--- config.mk ---
export PLATFORM = sky130hd
export DESIGN_NAME = midi_note_decoder
export DESIGN_NICKNAME = d
export VERILOG_FILES = /design/src/rtl/midi_pkg.sv /design/src/rtl/midi_byte_classify.sv /design/src/rtl/midi_note_decoder.sv
export SDC_FILE = /design/constraint.sdc
export NUM_CORES = 1
export LEC_CHECK = 0
export CORE_MARGIN = 10
export CORE_UTILIZATION = 45
export CTS_CLUSTER_DIAMETER = 40
export DETAILED_ROUTE_END_ITERATION = 12
export PLACE_DENSITY = 0.82
export SLEW_MARGIN = 15
export SYNTH_ARGS = -nofsm -noshare
export SYNTH_HDL_FRONTEND = slang
export SYNTH_SLANG_ARGS = --single-unit
--- constraint.sdc ---
create_clock -name CLK -period 2.15 [get_ports CLK]
set_input_delay 0.43 -clock CLK [delete_from_list [all_inputs] [get_ports CLK]]
set_output_delay 0.43 -clock CLK [all_outputs]
set_load 0.05 [all_outputs]
--- src/rtl/midi_pkg.sv ---
// Shared MIDI decoder definitions: status types, byte thresholds, FSM states
// and the stored-status record.
package midi_pkg;

    localparam int unsigned BYTE_W = 8;
    localparam int unsigned NIB_W  = 4;
    localparam int unsigned DATA_W = 7;
    localparam int unsigned LEN_W  = 2;

    localparam logic [NIB_W-1:0] MIDI_NOTE_OFF   = 4'h8;
    localparam logic [NIB_W-1:0] MIDI_NOTE_ON    = 4'h9;
    localparam logic [NIB_W-1:0] MIDI_PROG_CHG   = 4'hC;
    localparam logic [NIB_W-1:0] MIDI_CHAN_PRESS = 4'hD;
    localparam logic [NIB_W-1:0] MIDI_SYSTEM     = 4'hF;

    localparam logic [BYTE_W-1:0] MIDI_REALTIME_MIN = 8'hF8;
    localparam logic [BYTE_W-1:0] MIDI_RESET_NOTE   = 8'd69;

    typedef enum logic [2:0] {
        ST_IDLE  = 3'd0,
        ST_DATA1 = 3'd1,
        ST_DATA2 = 3'd2,
        ST_SKIP1 = 3'd3,
        ST_SKIP2 = 3'd4
    } midi_state_e;

    // Stored running status; len is the data-byte count of the message type
    typedef struct packed {
        logic              valid;
        logic [NIB_W-1:0]  mtype;
        logic [NIB_W-1:0]  chan;
        logic [LEN_W-1:0]  len;
    } midi_status_t;

    function automatic logic [LEN_W-1:0] midi_data_len(input logic [NIB_W-1:0] mtype);
        if ((mtype == MIDI_PROG_CHG) || (mtype == MIDI_CHAN_PRESS)) begin
            return LEN_W'(1);
        end
        return LEN_W'(2);
    endfunction

endpackage

--- src/rtl/midi_byte_classify.sv ---
// Combinational classifier splitting a MIDI byte into its class flags and
// status fields.
module midi_byte_classify
    import midi_pkg::*;
(
    input  logic [BYTE_W-1:0] byte_i,
    output logic              is_status_c,
    output logic              is_realtime_c,
    output logic              is_syscommon_c,
    output logic [NIB_W-1:0]  type_c,
    output logic [NIB_W-1:0]  chan_c,
    output logic [LEN_W-1:0]  data_len_c
);

    always_comb begin
        is_status_c    = byte_i[BYTE_W-1];
        is_realtime_c  = (byte_i >= MIDI_REALTIME_MIN);
        is_syscommon_c = (byte_i[BYTE_W-1 -: NIB_W] == MIDI_SYSTEM) && !is_realtime_c;
        type_c         = byte_i[BYTE_W-1 -: NIB_W];
        chan_c         = byte_i[NIB_W-1:0];
        data_len_c     = midi_data_len(byte_i[BYTE_W-1 -: NIB_W]);
    end

endmodule

--- src/rtl/midi_note_decoder.sv ---
// Monophonic last-note-priority MIDI decoder producing NOTE/VELOCITY/GATE.
// Optional running status is enabled with `define MIDI_RUNNING_STATUS_EN.
module midi_note_decoder
    import midi_pkg::*;
#(
    parameter logic [3:0] CHANNEL = 4'd0
) (
    input  logic              CLK,
    input  logic              RESET,
    input  logic [BYTE_W-1:0] BYTE_IN,
    input  logic              BYTE_VALID,
    output logic [BYTE_W-1:0] NOTE,
    output logic [DATA_W-1:0] VELOCITY,
    output logic              GATE,
    output logic              NOTE_STROBE
);

`ifdef MIDI_RUNNING_STATUS_EN
    localparam bit RunStatusEn = 1'b1;
`else
    localparam bit RunStatusEn = 1'b0;
`endif

    logic              is_status_c;
    logic              is_realtime_c;
    logic              is_syscommon_c;
    logic [NIB_W-1:0]  type_c;
    logic [NIB_W-1:0]  chan_c;
    logic [LEN_W-1:0]  data_len_c;

    midi_state_e       state_q, state_d;
    midi_status_t      status_q, status_d;
    logic [DATA_W-1:0] cand_q, cand_d;
    logic [DATA_W-1:0] note_q, note_d;
    logic [DATA_W-1:0] vel_q, vel_d;
    logic              gate_q, gate_d;
    logic              strobe_q, strobe_d;
    logic              msg_done_c;
    logic [DATA_W-1:0] data_c;

    midi_byte_classify u_classify (
        .byte_i         (BYTE_IN),
        .is_status_c    (is_status_c),
        .is_realtime_c  (is_realtime_c),
        .is_syscommon_c (is_syscommon_c),
        .type_c         (type_c),
        .chan_c         (chan_c),
        .data_len_c     (data_len_c)
    );

    function automatic logic is_ours(input logic [NIB_W-1:0] mtype, input logic [NIB_W-1:0] chan);
        return (chan == CHANNEL) && ((mtype == MIDI_NOTE_ON) || (mtype == MIDI_NOTE_OFF));
    endfunction

    always_ff @(posedge CLK) begin
        if (RESET) begin
            state_q  <= ST_IDLE;
            status_q <= '0;
            cand_q   <= '0;
            note_q   <= DATA_W'(MIDI_RESET_NOTE);
            vel_q    <= '0;
            gate_q   <= 1'b0;
            strobe_q <= 1'b0;
        end else begin
            state_q  <= state_d;
            status_q <= status_d;
            cand_q   <= cand_d;
            note_q   <= note_d;
            vel_q    <= vel_d;
            gate_q   <= gate_d;
            strobe_q <= strobe_d;
        end
    end

    always_comb begin
        state_d    = state_q;
        status_d   = status_q;
        cand_d     = cand_q;
        note_d     = note_q;
        vel_d      = vel_q;
        gate_d     = gate_q;
        strobe_d   = 1'b0;
        msg_done_c = 1'b0;
        data_c     = BYTE_IN[DATA_W-1:0];

        // Realtime bytes fall through untouched, even mid-message
        if (BYTE_VALID && !is_realtime_c) begin
            if (is_syscommon_c) begin
                status_d = '0;
                state_d  = ST_IDLE;
            end else if (is_status_c) begin
                status_d.valid = 1'b1;
                status_d.mtype = type_c;
                status_d.chan  = chan_c;
                status_d.len   = data_len_c;
                state_d        = is_ours(type_c, chan_c) ? ST_DATA1 : ST_SKIP1;
            end else begin
                unique case (state_q)
                    ST_IDLE: begin
                        if (RunStatusEn && status_q.valid) begin
                            if (is_ours(status_q.mtype, status_q.chan)) begin
                                cand_d  = data_c;
                                state_d = ST_DATA2;
                            end else if (status_q.len == LEN_W'(2)) begin
                                state_d = ST_SKIP2;
                            end else begin
                                state_d    = ST_IDLE;
                                msg_done_c = 1'b1;
                            end
                        end
                    end
                    ST_DATA1: begin
                        cand_d  = data_c;
                        state_d = ST_DATA2;
                    end
                    ST_DATA2: begin
                        // Note-on with velocity wins; otherwise only a matching note releases
                        if ((status_q.mtype == MIDI_NOTE_ON) && (data_c != '0)) begin
                            note_d   = cand_q;
                            vel_d    = data_c;
                            gate_d   = 1'b1;
                            strobe_d = 1'b1;
                        end else if (cand_q == note_q) begin
                            gate_d   = 1'b0;
                            strobe_d = 1'b1;
                        end
                        state_d    = ST_IDLE;
                        msg_done_c = 1'b1;
                    end
                    ST_SKIP1: begin
                        if (status_q.len == LEN_W'(2)) begin
                            state_d = ST_SKIP2;
                        end else begin
                            state_d    = ST_IDLE;
                            msg_done_c = 1'b1;
                        end
                    end
                    ST_SKIP2: begin
                        state_d    = ST_IDLE;
                        msg_done_c = 1'b1;
                    end
                    default: begin
                        state_d = ST_IDLE;
                    end
                endcase
                if (msg_done_c && !RunStatusEn) begin
                    status_d.valid = 1'b0;
                end
            end
        end
    end

    assign NOTE        = {1'b0, note_q};
    assign VELOCITY    = vel_q;
    assign GATE        = gate_q;
    assign NOTE_STROBE = strobe_q;

endmodule

==> summary.txt <==
Layout
  • Layout cell share with drive strength beyond 1: approximately an eighth
  • Final Net Count: roughly 210
  • Total area of sequential cells: 641 um2
  • Area taken by multi-input logic gates: approximately 770 um2
  • Post-layout util: ~62%
  • Filler cell count in the final layout: 274
  • Diodes inserted: 0
  • Layout area overhead: 30.2%

Worst setup path
  • Max FO, Critical Path: 3
  • Critical Setup Path Class: flop to output port
  • Slowest library cell on the worst path: sky130_fd_sc_hd__clkdlybuf4s50_1
  • Data required time of the critical path: approximately 1.7 ns
  • Cell-by-cell trace of the critical path: clkdlybuf4s50_1
  • CP peak stage delay: 0.83 ns
  • Category of cells accounting for the largest share of critical-path delay: buffers and inverters
  • Crit path buf inv count: 1
  • Type of destination of the critical path: output port
  • Endpoint arrival time on the critical path: about 1.6 ns
  • Critical path launch point type: flop

Timing
  • Count of pins over their slew limit: 0
  • Maximum operating frequency: about 500 MHz
  • Slew @ Worst Pin: 0.517 ns
  • Hold violation total from the final report: 0
  • Final Worst Setup Slack: 0.169 ns
  • Crit path time final: between 1.5 and 2 ns
  • Headroom to the max-slew limit: roughly two thirds
  • Worst clock skew: approximately 0.0061 ns
  • RSZ-0062 raised after global routing: no
  • Final setup fails: 0
  • Final Cycle Share: 92.1%

Pwr
  • Worst ir drop on vdd: 0.000382 V
  • Power density over the cells: 564 nW/um2
  • Leakage dissipation: between 0.0007 and 0.0008 uW

Yosys
  • Cells after Synth: roughly 170
  • Count of flip-flops with a built-in enable after synthesis: 0
  • Post-synth ARST share: 0%
  • Portion of the post-synthesis area used by sequential elements: between 40% and 50%
  • Cell accounting for the most synthesized area: sky130_fd_sc_hd__dfxtp_1
  • Synthesized net count: between 150 and 200
  • Most numerous cell in the Yosys netlist: sky130_fd_sc_hd__dfxtp_1
  • Area share of the largest cell type after synthesis: a little over two fifths
  • Top cells by area, synth: sky130_fd_sc_hd__dfxtp_1 (44%), sky130_fd_sc_hd__o21ai_0 (8.5%), sky130_fd_sc_hd__mux2i_1 (6.8%)
  • Top_reg_cell synth: sky130_fd_sc_hd__dfxtp_1
  • Count of state elements after synthesis: 32
  • Warnings, synthesis: 0
  • Number of distinct standard cells referenced by the synthesized netlist: 35
  • Leading cell types by count after synthesis: sky130_fd_sc_hd__dfxtp_1 (32), sky130_fd_sc_hd__o21ai_0 (25), sky130_fd_sc_hd__nor2_1 (21)
  • Synthesized area: ~1500 um2
  • Post-synthesis average cell area: just under 9 um2

Floorplan
  • Height of the die: approximately 77 um
  • Floorplan Core Area: 3080 um2
  • Ports placed on the boundary: 28
  • Starting density of the core: a little under half
  • Floorplan die area: about 5900 um2
  • Die width: slightly below 80 um
  • Number of rows in the core area: 20

Outcome
  • Status: finished, final reports clean

Clock tree
  • Clock slew at reported path FFs: about 0.09 ns
  • Number of resized instances in the post-cts repair step: 0
  • Skew-Pair Late Insertion Delay: between 0.3 and 0.4 ns
  • Number of hold-repair buffers added at the cts stage: 0
  • Number of buffers on the longest clock path: 2
  • Count of clock tree sinks: 32
  • Num CTS Buffers: 5
  • Number of buffers added for setup after CTS: 0
  • TritonCTS clock tree: yes
  • CTS root buffer: sky130_fd_sc_hd__clkbuf_4
  • H-tree lvl count: 2

Global route
  • Initial antenna violation count: 0
  • Total global routing track utilization: between 10% and 20%
  • GRT overflow: 0
  • Largest net degree at the start of global routing: 47
  • Number of global-route vias before repair: between 1000 and 1500
  • Wire length of the first global-routing pass: between 6000 and 7000 um

Routing
  • Routed wire length: 3570 um
  • Vias per inst: ~5.3
  • Routed WL per cell: about 14 um
  • Detailed Routing Iterations Pass 1: 4
  • Initial DRC count: between 50 and 60
  • Total vias in the final route: between 1000 and 1500
  • Post-DRT Antenna Nets: 0
  • Remaining routing DRC violations: 0

Worst hold path
  • Class of the worst hold path: flop to flop

Job
  • Max Cap Violations: 0

Placement
  • Worst setup slack after placement: -0.145 ns
  • Routability cong.: roughly 0.85
  • Port-buffer cells: 26
  • DPL Wire Length: approximately 2600 um
[logic make-up after synthesis]
logic type      Yosys count  share of synthesized area [%]
mux                      10                           6.83
compound gates           40                           17.1
buf+inv                  12                           4.10
simple gates             64                           23.9
other cells               1                          0.256
xor+xnor                  7                           4.18
flops                    32                           43.7
[area by class of cell]
type	instances	area share, %
Clock inverter	2	0.524
Tap cell	44	2.88
Clock buffer	6	2.69
Sequential cell	32	33.6
Timing Repair Buffer	39	20.1
Multi-Input combinational cell	122	40.1
Inverter	1	0.197
[final timing paths]
| check | start | endpoint | slack, ns | cells after the start |
|---|---|---|---|---|
| hold reg to reg | status_q[0] | status_q[0] | 0.47 | 2 |
| setup reg to reg | status_q[9] | note_q[2] | 0.38 | 5 |
| hold / removal | status_q[0] | status_q[0] | 0.47 | 2 |
| setup / recovery | note_q[3] | NOTE[3] | 0.17 | 1 |
[flip-flops by register name (all words and copies together) (netlist names)]
signal	count
VELOCITY	7
note_q	7
state_q	3
status_q	6
GATE	1
cand_q	7
NOTE_STROBE	1
[placed cells by master, fill, tap and decap left out, types with 2 or more instances in the layout]
master,count
sky130_fd_sc_hd__o21ai_0,25
sky130_fd_sc_hd__dfxtp_1,32
sky130_fd_sc_hd__xnor2_1,6
sky130_fd_sc_hd__clkbuf_4,5
sky130_fd_sc_hd__buf_4,11
sky130_fd_sc_hd__clkdlybuf4s50_1,26
sky130_fd_sc_hd__a22oi_1,4
sky130_fd_sc_hd__a21oi_1,6
sky130_fd_sc_hd__nor2b_1,12
sky130_fd_sc_hd__buf_12,2
sky130_fd_sc_hd__clkinv_2,2
sky130_fd_sc_hd__nand2b_1,10
sky130_fd_sc_hd__nand3b_1,2
sky130_fd_sc_hd__mux2i_1,10
sky130_fd_sc_hd__nor2_1,21
sky130_fd_sc_hd__nand2_1,7
sky130_fd_sc_hd__nand4b_1,2
[metal layers]
metal,share of wire (%),vias up,GRT usage [%]
met1,42,600,13.0
met2,49,41,22.3
met4,2.4,0,5.66
li1,-,642,-
met3,7.1,11,4.90
met5,0,-,0
[stage by stage]
stage	total power [uW]	TNS, ns	cells	cell area, um2	hold slack, ns
floorplan	678	0	166	1470	0.432
global placement	731	-1.27	238	1850	0.447
detailed placement	734	-1.95	238	1850	0.461
CTS	1090	0	246	1910	0.474
global route	1120	0	246	1910	0.516
finish	1080	0	246	1910	0.472
[power breakdown]
group	leakage (uW)	switching, uW	internal [uW]
logic	0.000422	57.8	54.8
clock network	0.0000380	199	155
registers	0.000259	7.57	602
Note: power is estimated with default switching activity, not from simulation.
